$ cat config.mk
export PLATFORM = sky130hd
export DESIGN_NAME = decade_phase_decoder
export DESIGN_NICKNAME = d
export VERILOG_FILES = /design/src/rtl/decade_phase_decoder.sv
export SDC_FILE = /design/constraint.sdc
export NUM_CORES = 1
export LEC_CHECK = 0
export BUFFER_PORTS_ARGS = -buffer_cell sky130_fd_sc_hd__buf_4
export CORE_MARGIN = 2
export CORE_UTILIZATION = 45
export CTS_BUF_LIST = sky130_fd_sc_hd__clkbuf_8
export DETAILED_ROUTE_END_ITERATION = 7
export PLACE_DENSITY_LB_ADDON = 0.05
export REMOVE_ABC_BUFFERS = 1
export SYNTH_ARGS = -nofsm -noshare
export SYNTH_HDL_FRONTEND = slang
export SYNTH_SLANG_ARGS = --single-unit
$ cat constraint.sdc
create_clock -name clk -period 9.6 [get_ports clk]
set_clock_uncertainty 0.05 [all_clocks]
set_input_delay 1.44 -clock clk [delete_from_list [all_inputs] [get_ports clk]]
set_output_delay 1.44 -clock clk [all_outputs]
set_load 0.02 [all_outputs]
$ cat src/rtl/decade_phase_decoder.sv
// Tracks the one-hot outputs of a decade counter, encodes the count, and counts
// 9->0 wraps. Phase faults are latched until master reset.
module decade_phase_decoder #(
   parameter int unsigned SYNC_STAGES = 2
) (
   input  logic       clk,
   input  logic       mr,
   input  logic [9:0] q,
   input  logic       _co,
   input  logic       en,
   output logic [3:0] bcd,
   output logic       valid,
   output logic       wrap,
   output logic [7:0] wraps,
   output logic       err,
   output logic [1:0] err_code
);

   typedef enum logic [1:0] {StSync, StTrack, StFault} state_e;

   logic [10:0] sync_q [SYNC_STAGES];
   logic [10:0] sync_d [SYNC_STAGES];

   state_e      state_q, state_d;
   logic [9:0]  prev_q_q, prev_q_d;
   logic [3:0]  bcd_q, bcd_d;
   logic        wrap_q, wrap_d;
   logic [7:0]  wraps_q, wraps_d;
   logic        err_q, err_d;
   logic [1:0]  err_code_q, err_code_d;

   logic [9:0]  s_q;
   logic        s_co;
   logic [3:0]  ones;
   logic [3:0]  idx;
   logic        onehot;
   logic        is_hold;
   logic        is_adv;
   logic        is_start;
   logic [1:0]  fault;

   assign s_q  = sync_q[SYNC_STAGES-1][9:0];
   assign s_co = sync_q[SYNC_STAGES-1][10];

   always_comb begin
      sync_d[0] = {_co, q};
      for (int i = 1; i < SYNC_STAGES; i++) begin
         sync_d[i] = sync_q[i-1];
      end
   end

   always_comb begin
      ones = 4'd0;
      idx  = 4'd0;
      for (int i = 0; i < 10; i++) begin
         if (s_q[i]) begin
            ones = ones + 4'd1;
            idx  = 4'(i);
         end
      end
   end

   assign onehot   = (ones == 4'd1);
   assign is_hold  = (s_q == prev_q_q);
   assign is_adv   = (s_q == {prev_q_q[8:0], prev_q_q[9]});
   assign is_start = (s_q == 10'b0000000001) && s_co;

   always_comb begin
      state_d    = state_q;
      prev_q_d   = prev_q_q;
      bcd_d      = bcd_q;
      wrap_d     = 1'b0;
      wraps_d    = wraps_q;
      err_d      = err_q;
      err_code_d = err_code_q;
      fault      = 2'd0;

      if (!en) begin
         // Keep the step reference current so tracking resumes from the latest sample.
         prev_q_d = s_q;
      end else begin
         case (state_q)
            StSync: begin
               if (is_start) begin
                  state_d  = StTrack;
                  bcd_d    = 4'd0;
                  prev_q_d = s_q;
               end
            end
            StTrack: begin
               if (!onehot) begin
                  fault = 2'd1;
               end else if (!is_hold && !is_adv) begin
                  fault = 2'd2;
               end else if (s_co != (idx <= 4'd4)) begin
                  fault = 2'd3;
               end

               if (fault != 2'd0) begin
                  state_d = StFault;
                  err_d   = 1'b1;
                  if (!err_q) begin
                     err_code_d = fault;
                  end
               end else begin
                  prev_q_d = s_q;
                  bcd_d    = idx;
                  if (is_adv && prev_q_q[9]) begin
                     wrap_d = 1'b1;
                     if (wraps_q != 8'hff) begin
                        wraps_d = wraps_q + 8'd1;
                     end
                  end
               end
            end
            StFault: begin
               if (is_start) begin
                  state_d = StSync;
               end
            end
            default: state_d = StSync;
         endcase
      end
   end

   always_ff @(posedge clk or posedge mr) begin
      if (mr) begin
         for (int i = 0; i < SYNC_STAGES; i++) begin
            sync_q[i] <= '0;
         end
         state_q    <= StSync;
         prev_q_q   <= '0;
         bcd_q      <= '0;
         wrap_q     <= 1'b0;
         wraps_q    <= '0;
         err_q      <= 1'b0;
         err_code_q <= '0;
      end else begin
         for (int i = 0; i < SYNC_STAGES; i++) begin
            sync_q[i] <= sync_d[i];
         end
         state_q    <= state_d;
         prev_q_q   <= prev_q_d;
         bcd_q      <= bcd_d;
         wrap_q     <= wrap_d;
         wraps_q    <= wraps_d;
         err_q      <= err_d;
         err_code_q <= err_code_d;
      end
   end

   assign bcd      = bcd_q;
   assign valid    = (state_q == StTrack);
   assign wrap     = wrap_q;
   assign wraps    = wraps_q;
   assign err      = err_q;
   assign err_code = err_code_q;

endmodule

==> results of run 1 <==
==> placed cells by master (no fill, tap or decap), drive strengths merged, types with 2 or more instances in the layout <==
cell type / n
o32ai: 2
a41oi: 2
mux2i: 2
o31ai: 3
a22oi: 2
buf: 31
and3: 2
nand2b: 2
or2: 2
xor3: 2
mux2: 13
xnor2: 31
nand2: 17
dfrtp: 50
ha: 11
a211oi: 3
nor3b: 4
inv: 19
nand3b: 3
or4: 2
xor2: 16
nor2: 21
a221o: 2
xnor3: 2
and2: 3
nand4: 6
clkbuf: 5
o21bai: 3
nor2b: 2
o21ai: 8
a221oi: 2
nor3: 9
a21oi: 8
nand3: 6
o311ai: 3
nor4: 9
==> flip-flops by register name, indices dropped and copies added, names as in the netlist <==
register / count
wrap: 1
state_q: 2
bcd: 4
err: 1
s_co: 1
prev_q_q: 10
err_code: 2
sync_d: 11
wraps: 8
s_q: 10
==> power groups by stage <==
stage / Sequential, mW / Clock [mW] / Combinational [mW]
6_report: 0.254 / 0.130 / 0.262
5_1_grt: 0.258 / 0.141 / 0.290
4_1_cts: 0.254 / 0.135 / 0.265
3_5_place_dp: 0.258 / 0 / 0.264
3_3_place_gp: 0.258 / 0 / 0.262
2_1_floorplan: 0.261 / 0 / 0.198
==> metrics by stage <==
step / setup WS, ps / total power, mW / utilization (%)
5_1_grt: 1780 / 0.689 / 52.2
4_1_cts: 2260 / 0.653 / 52.2
3_5_place_dp: 2270 / 0.522 / 50.7
3_3_place_gp: 2440 / 0.519 / 50.7
6_report: 2300 / 0.646 / 52.2
2_1_floorplan: 2900 / 0.459 / -
==> cell families (layout without fill, tap and decap cells) <==
| logic type | count (synthesis) | in the layout |
|---|---|---|
| adder cells (fa/ha/maj) | 11 | 11 |
| XOR/XNOR | 51 | 51 |
| flip-flops | 50 | 50 |
| buffers and inverters | 33 | 56 |
| multiplexers | 15 | 15 |
| AO/OA/AOI/OAI | 50 | 50 |
| AND/OR/NAND/NOR | 90 | 90 |
==> critical path: cells and delay by family (launching register included) <==
family	cells	cell delay [ps]
buf+inv	3	280
fa+ha+maj	8	2470
flops	1	500
xor+xnor	2	360
mux	3	910
simple gates	5	830
compound gates	8	1800
==> layer usage <==
metal / vias to the layer above / share of wire [%] / routed length [um] / track usage, %
li1: 1105 / - / - / -
met1: 1059 / 49 / 3060 / 24.1
met2: 37 / 46 / 2870 / 26.4
met3: 8 / 2.8 / 173 / 3.20
met4: 0 / 1.4 / 87 / 4.48
met5: - / 0 / 0 / 0
==> cell type report <==
class                   count  area (um2)  share of cell area, %
multi-input cells         217        1780                   50.2
flip-flops and latches     50        1250                   35.3
repair buffers             31         233                   6.57
well taps                  96         120                   3.39
clock buffers               5        68.8                   1.94
inverters                  17        63.8                   1.80
clock inverters             3        27.5                  0.777
==> worst max path at each step <==
stage / from / to / depth (start not counted) / slack (ps)
2_1_floorplan: s_q[0] / prev_q_q[9] / 29 / 2900
3_3_place_gp: s_q[0] / prev_q_q[3] / 29 / 2440
5_1_grt: s_q[0] / prev_q_q[4] / 29 / 1780
3_5_place_dp: s_q[0] / prev_q_q[0] / 29 / 2270
4_1_cts: s_q[0] / prev_q_q[3] / 29 / 2260
6_report: s_q[0] / prev_q_q[1] / 29 / 2300
==> impl_metrics.env, run 1 <==
export IMPL_rows=30
export IMPL_wirelength_mm=6.19
export IMPL_r2r_start="s_q[0]"
export IMPL_syn_area_um2=3180
export IMPL_whs_endpoint="s_q[2]"
export IMPL_first_global_vias=2059
export IMPL_clk_pin_slew_ps=100
export IMPL_max_clock_freq_mhz=137
export IMPL_antennaDiodeCount=0
export IMPL_drv_slew=0
export IMPL_hold_path_startpoint="sync_d[2]"
export IMPL_syn2layout_area_growth_pct=11.6
export IMPL_finalCritPeriodShare_pct=76.1
export IMPL_dr_total_vias=2209
export IMPL_num_io_pins=31
export IMPL_hp_class="reg -> reg"
export IMPL_crit_top_cell="ha_1"
export IMPL_dieWidth_um=88.0
export IMPL_route_detailed_drc=0
export IMPL_synth_most_common_cell="dfrtp_1"
export IMPL_final_instance_count_excl_fill=419
export IMPL_critPathMaxFanout=10
export IMPL_setup_viol=0
export IMPL_cp_start_kind="flop"
export IMPL_cp_slowest_cell="o311a_1"
export IMPL_synth_top_family_by_area="XOR/XNOR gates"
export IMPL_max_cap_viol_count=0
export IMPL_cts_tree="yes"
export IMPL_drt_first_pass_iters=5
export IMPL_numCtsBuffers=5
export IMPL_yosys_top_cells_area="dfrtp_1 39%, xnor2_1 8.3%, mux2_4 4.7%"
export IMPL_final_area_um2=3540
export IMPL_yosysTopAreaCellShare_pct=39.4
export IMPL_wl_per_cell_um=14.8
export IMPL_synthMuxAreaShare_pct=6.42
export IMPL_synth_flop_cell="dfrtp_1"
export IMPL_holdBufCountCts=0
export IMPL_post_cts_buffers=0
export IMPL_tightest_slew_ps=1030
export IMPL_ys_seq_area_share_pct=39.4
export IMPL_finalCriticalPeriod_ps=7300
export IMPL_drive_gt1_share_pct=21.1
export IMPL_synth_compound_area_share_pct=12.6
export IMPL_combPwrFrac_pct=40.6
export IMPL_cts_htree_levels=2
export IMPL_ctsRootBufferMaster="clkbuf_8"
export IMPL_maxSlewHeadroom_pct=31.5
export IMPL_hold_depth=0
export IMPL_dp_hpwl_mm=4.56
export IMPL_crit_path_end_kind="flop"
export IMPL_rsz0062_at_grt="no"
export IMPL_synth_edf_count=0
export IMPL_dpl_cell_area_um2=3450
export IMPL_initial_core_util_pct=46.7
export IMPL_reg2regPathDepth=29
export IMPL_power_density_nw_per_um2=182
export IMPL_cp_slowest_stage_delay_ps=650
export IMPL_crit_required_ps=9750
export IMPL_die_area_um2=7740
export IMPL_core_um2=6790
export IMPL_tns_ps=0
export IMPL_synth_cells=300
export IMPL_p_leak_nw=1.56
export IMPL_synth_xor_area_share_pct=16.8
export IMPL_gp_congestion=0.809
export IMPL_yosys_area_share_simple_pct=15.8
export IMPL_grt_max_degree=51
export IMPL_dp_cells=411
export IMPL_antenna_found_initial=0
export IMPL_worst_r2r_endpoint="prev_q_q[1]"
export IMPL_whs_ps=306
export IMPL_clk_path_buf_depth=2
export IMPL_grt_usage_pct=16.9
export IMPL_seqPwrFrac_pct=39.3
export IMPL_synth_common_cells="50 x dfrtp_1, 30 x xnor2_1, 21 x nor2_1"
export IMPL_ys_types=66
export IMPL_synth_top_cell_by_area="dfrtp_1"
export IMPL_syn_area_per_cell_um2=10.6
export IMPL_ys_async_sr_fraction_pct=100
export IMPL_grt_overflow_total=0
export IMPL_worstPathArrival_ps=7450
export IMPL_ir_drop_mv=0.0855
export IMPL_hold_viol_final=0
export IMPL_insertion_delay_ps=300
export IMPL_yosys_warnings=0
export IMPL_p_sw_uw=241
export IMPL_cts_resized=0
export IMPL_switching_share_pct=37.3
export IMPL_numClockSinks=50
export IMPL_p_clk_share_pct=20.1
export IMPL_ys_ff_latch=50
export IMPL_status="finished clean"
export IMPL_drtIter0Drc=84
export IMPL_final_antenna_net_count=0
export IMPL_grt_first_pass_wirelength_mm=10.2
export IMPL_port_buffers=30
export IMPL_die_h_um=88.0
export IMPL_path_class="reg -> reg"
export IMPL_fin_nets=347
export IMPL_nFillCells=626
export IMPL_drt_vias_per_instance=5.27
export IMPL_reg2reg_slack_ps=2300
export IMPL_power_internal_uw=404
export IMPL_synth_fa_ha_area_share_pct=4.33
No activity file was read; power rests on OpenSTA's default activity.
==> run 2: changes to the inputs <==
- ABC_AREA: not set -> 1
- clock period: 9.6 -> 7.1 ns (I/O delays scaled with it)
==> impl_metrics.env, run 2 <==
export IMPL_setup_viol=0
export IMPL_ir_drop_mv=0.150
export IMPL_synth_xor_area_share_pct=5.14
export IMPL_finalCritPeriodShare_pct=85.9
export IMPL_critPathMaxFanout=11
export IMPL_crit_top_cell="nand2_1"
export IMPL_tightest_slew_ps=1010
export IMPL_final_common_cell="nand2_1"
export IMPL_place_ws_ps=994
export IMPL_route_detailed_drc=0
export IMPL_synth_top_family_by_area="simple AND/OR/NAND/NOR gates"
export IMPL_dieWidth_um=86.6
export IMPL_port_buffers=30
export IMPL_insertion_delay_ps=310
export IMPL_ys_async_sr_fraction_pct=100
export IMPL_cp_slowest_stage_delay_ps=480
export IMPL_dr_total_vias=2462
export IMPL_grt_first_pass_wirelength_mm=10.5
export IMPL_tns_ps=0
export IMPL_wirelength_mm=6.11
export IMPL_syn_area_per_cell_um2=7.73
export IMPL_hp_class="reg -> reg"
export IMPL_cts_tree="yes"
export IMPL_ys_types=33
export IMPL_reg2reg_slack_ps=1000
export IMPL_drv_slew=0
export IMPL_ys_seq_area_share_pct=40.8
export IMPL_reg2regPathDepth=37
export IMPL_core_um2=6680
export IMPL_drive_gt1_share_pct=20.0
export IMPL_synth_edf_count=0
export IMPL_setup_slack_ps=1000
export IMPL_numCtsBuffers=5
export IMPL_layout_common_cells="120 x nand2_1, 50 x dfrtp_1, 41 x inv_1"
export IMPL_synth_cells=397
export IMPL_grt_usage_pct=17.7
export IMPL_antennaDiodeCount=0
export IMPL_synth_fa_ha_area_share_pct=4.49
export IMPL_clk_path_buf_depth=2
export IMPL_postLayoutCoreUtil_pct=51.4
export IMPL_crit_required_ps=7250
export IMPL_synth_compound_area_share_pct=3.22
export IMPL_path_class="reg -> reg"
export IMPL_yosys_area_share_simple_pct=38.5
export IMPL_grt_overflow_total=0
export IMPL_synth_top_cell_by_area="dfrtp_1"
export IMPL_r2r_start="s_q[0]"
export IMPL_die_area_um2=7490
export IMPL_holdBufCountCts=0
export IMPL_finalCriticalPeriod_ps=6100
export IMPL_largest_reg_flops=11
export IMPL_ys_ff_latch=50
export IMPL_worstSetupEndpoint="wraps[7]"
export IMPL_status="finished clean"
export IMPL_max_clock_freq_mhz=164
export IMPL_syn_area_um2=3070
export IMPL_drt_first_pass_iters=4
export IMPL_gp_congestion=0.808
export IMPL_yosys_top_cells_area="dfrtp_1 41%, nand2_1 15%, nand3_1 6.5%"
export IMPL_rows=30
export IMPL_max_cap_viol_count=0
export IMPL_antenna_found_initial=0
export IMPL_final_instance_count_excl_fill=505
export IMPL_power_density_nw_per_um2=230
export IMPL_final_antenna_net_count=0
export IMPL_num_io_pins=31
export IMPL_synth_most_common_cell="nand2_1"
export IMPL_wl_per_cell_um=12.1
export IMPL_cp_start_kind="flop"
export IMPL_clk_pin_slew_ps=90
export IMPL_dp_cells=497
export IMPL_cp_startpoint="s_q[0]"
export IMPL_cp_slowest_cell="dfrtp_1"
export IMPL_synthMuxAreaShare_pct=0
export IMPL_cts_resized=0
export IMPL_drtIter0Drc=80
export IMPL_numClockSinks=50
export IMPL_syn2layout_area_growth_pct=11.9
export IMPL_initial_core_util_pct=45.9
export IMPL_drt_vias_per_instance=4.88
export IMPL_p_leak_nw=1.82
export IMPL_hold_viol_final=0
export IMPL_maxSlewHeadroom_pct=32.4
export IMPL_ctsRootBufferMaster="clkbuf_8"
export IMPL_die_h_um=86.6
export IMPL_post_cts_buffers=0
export IMPL_worst_r2r_endpoint="wraps[7]"
export IMPL_grt_max_degree=51
export IMPL_crit_path_end_kind="flop"
export IMPL_dp_hpwl_mm=4.67
export IMPL_first_global_vias=2296
export IMPL_yosys_warnings=0
export IMPL_worstPathArrival_ps=6250
export IMPL_synth_flop_cell="dfrtp_1"
export IMPL_yosysTopAreaCellShare_pct=40.8
export IMPL_synth_common_cells="120 x nand2_1, 50 x dfrtp_1, 41 x inv_1"
export IMPL_fin_nets=449
export IMPL_rsz0062_at_grt="no"
export IMPL_cts_htree_levels=2
==> run 2: layer usage <==
layer	vias to the layer above	track usage, %	wire, um
met3	10	2.95	159
met2	28	27.8	2780
met5	-	0	0
li1	1307	-	-
met4	0	6.11	107
met1	1117	24.9	3070
==> run 2: cell families after synthesis <==
logic type / Yosys count
adders and majority gates: 11
AOI/OAI and AO/OA: 18
and+or+nand+nor: 244
buffers and inverters: 56
DFF: 50
xor gates and xnor gates: 18
==> run 2: report_power, final <==
group | internal [mW] | leakage, nW | switching, mW
clock network | 0.104 | 0.0556 | 0.0949
registers | 0.315 | 0.620 | 0.0334
logic | 0.0922 | 1.15 | 0.150
==> run 2: worst max-delay path: cells and delay by family (launching register included) <==
kind,cells,cell delay (ps)
fa+ha+maj,8,2210
buf+inv,6,370
flops,1,480
simple gates,23,2880
==> run 2: worst min path at each step <==
stage	start	to	slack [ps]	cells past startpoint
floorplan	sync_d[10]	s_co	280	0
global placement	sync_d[8]	s_q[8]	280	0
detailed placement	sync_d[0]	s_q[0]	280	0
CTS	sync_d[2]	s_q[2]	310	0
global route	sync_d[8]	s_q[8]	310	0
finish	sync_d[4]	s_q[4]	300	0
==> run 2: per-stage QoR <==
| stage | power, mW | hold WS (ps) | cell area [um2] |
|---|---|---|---|
| 2_1_floorplan | 0.538 | 281 | 3000 |
| 3_3_place_gp | 0.594 | 282 | 3320 |
| 3_5_place_dp | 0.597 | 285 | 3320 |
| 4_1_cts | 0.798 | 306 | 3430 |
| 5_1_grt | 0.851 | 313 | 3430 |
| 6_report | 0.789 | 302 | 3430 |
==> run 2: area by class of cell <==
type | instances | area, um2
sequential | 50 | 1250
clock buffer | 5 | 68.8
timing repair buffer | 30 | 225
tap | 80 | 100
fill | 667 | 3250
inverter | 46 | 173
multi-input combinational | 291 | 1570
clock inverter | 3 | 41.3
==> run 3: changes to the inputs <==
- CORE_ASPECT_RATIO: not set -> 0.9
- CORE_UTILIZATION: 45 -> 44
==> impl_metrics.env, run 3 (same netlist as run 2, synthesis figures left out) <==
export IMPL_status="finished clean"
export IMPL_first_global_vias=2373
export IMPL_place_ws_ps=984
export IMPL_clk_path_buf_depth=2
export IMPL_numClockSinks=50
export IMPL_reg2reg_slack_ps=960
export IMPL_numCtsBuffers=5
export IMPL_insertion_delay_ps=300
export IMPL_power_density_nw_per_um2=240
export IMPL_path_class="reg -> reg"
export IMPL_num_io_pins=31
export IMPL_setup_slack_ps=959
export IMPL_drt_vias_per_instance=4.86
export IMPL_dp_hpwl_mm=4.71
export IMPL_final_common_cell="nand2_1"
export IMPL_crit_path_end_kind="flop"
export IMPL_drtIter0Drc=107
export IMPL_cp_slowest_cell="dfrtp_1"
export IMPL_dpl_cell_area_um2=3340
export IMPL_cts_htree_levels=2
export IMPL_hold_path_startpoint="sync_d[5]"
export IMPL_cts_resized=0
export IMPL_ir_drop_mv=0.155
export IMPL_grt_overflow_total=0
export IMPL_worst_r2r_endpoint="wraps[3]"
export IMPL_tns_ps=0
export IMPL_worstPathArrival_ps=6280
export IMPL_die_h_um=83.2
export IMPL_antennaDiodeCount=0
export IMPL_grt_usage_pct=17.1
export IMPL_initial_core_util_pct=46.1
export IMPL_finalCriticalPeriod_ps=6140
export IMPL_tightest_slew_ps=1010
export IMPL_antenna_found_initial=0
export IMPL_final_antenna_net_count=0
export IMPL_die_area_um2=7660
export IMPL_clk_pin_slew_ps=90
export IMPL_whs_endpoint="s_q[5]"
export IMPL_layout_common_cells="120 x nand2_1, 50 x dfrtp_1, 40 x inv_1, 40 x nand3_1, 30 x buf_4"
export IMPL_rsz0062_at_grt="no"
export IMPL_p_leak_nw=1.84
export IMPL_register_area_um2=1250
export IMPL_port_buffers=30
export IMPL_r2r_start="s_q[0]"
export IMPL_gp_congestion=0.839
export IMPL_setup_viol=0
export IMPL_rows=28
export IMPL_route_detailed_drc=0
export IMPL_final_area_um2=3480
export IMPL_dr_total_vias=2501
export IMPL_dp_cells=507
export IMPL_drt_first_pass_iters=4
export IMPL_post_cts_buffers=0
export IMPL_cp_start_kind="flop"
export IMPL_cts_tree="yes"
export IMPL_drive_gt1_share_pct=20.2
export IMPL_max_clock_freq_mhz=163
export IMPL_final_instance_count_excl_fill=515
export IMPL_crit_required_ps=7240
export IMPL_largest_reg_flops=11
export IMPL_drv_slew=0
export IMPL_nFillCells=679
export IMPL_multiInputGateArea_um2=1570
export IMPL_hold_viol_final=0
export IMPL_grt_max_degree=51
export IMPL_cp_slowest_stage_delay_ps=500
export IMPL_crit_top_cell="nand2_1"
export IMPL_grt_first_pass_wirelength_mm=10.8
export IMPL_ctsRootBufferMaster="clkbuf_8"
export IMPL_syn2layout_area_growth_pct=13.4
export IMPL_core_um2=6660
export IMPL_dieWidth_um=92.0
export IMPL_hp_class="reg -> reg"
export IMPL_wirelength_mm=6.14
export IMPL_fin_nets=449
export IMPL_wl_per_cell_um=11.9
export IMPL_holdBufCountCts=0
export IMPL_hold_depth=0
export IMPL_critPathMaxFanout=11
export IMPL_reg2regPathDepth=37
export IMPL_maxSlewHeadroom_pct=32.3
export IMPL_finalCritPeriodShare_pct=86.5
export IMPL_max_cap_viol_count=0
run 3: cell types whose count changed in the layout (fill, tap and decap cells not counted), sizes merged:
cell      delta
inv          -1
bufinv       +1
clkinvlp     -1
clkbuf       +1
run 3: worst max path at each step:
stage                 from       end  slack [ps]  depth (start not counted)
detailed placement  s_q[0]  wraps[3]         980                         37
finish              s_q[0]  wraps[3]         960                         37
CTS                 s_q[0]  wraps[3]         950                         37
global placement    s_q[0]  wraps[0]        1130                         37
floorplan           s_q[0]  wraps[3]        1560                         37
global route        s_q[0]  wraps[6]         360                         37
run 3: final cells by class:
cell class	count	share of cell area (%)
multi-input cells	291	45.3
flip-flops and latches	50	36.0
repair buffers	30	6.47
inverters	46	4.96
well taps	90	3.24
clock buffers	6	2.37
clock inverters	2	1.73
run 3: stage by stage:
step | power (mW) | hold WS [ps] | util, %
final | 0.836 | 302 | 52.3
after floorplan | 0.538 | 281 | -
after global routing | 0.893 | 310 | 52.3
after global placement | 0.595 | 282 | 50.1
after CTS | 0.844 | 304 | 52.3
after detailed placement | 0.599 | 285 | 50.1
run 3: metal layers:
| metal | share of wire (%) | GRT usage [%] |
|---|---|---|
| met1 | 51 | 24.8 |
| met2 | 45 | 27.0 |
| met3 | 3.5 | 2.27 |
| met4 | 0.73 | 4.75 |
| met5 | 0 | 0 |
run 3: critical path: cells and delay by family, from the launching register on:
family,cells,cell delay [ps]
and+or+nand+nor,23,2900
adders and majority gates,8,2210
DFF,1,500
buffers and inverters,6,370
run 3: power breakdown:
group          internal (mW)  switching, mW  total, mW
logic                 0.0922          0.149      0.242
registers              0.315         0.0346      0.350
clock network          0.150         0.0945      0.245
total                  0.558          0.278      0.836
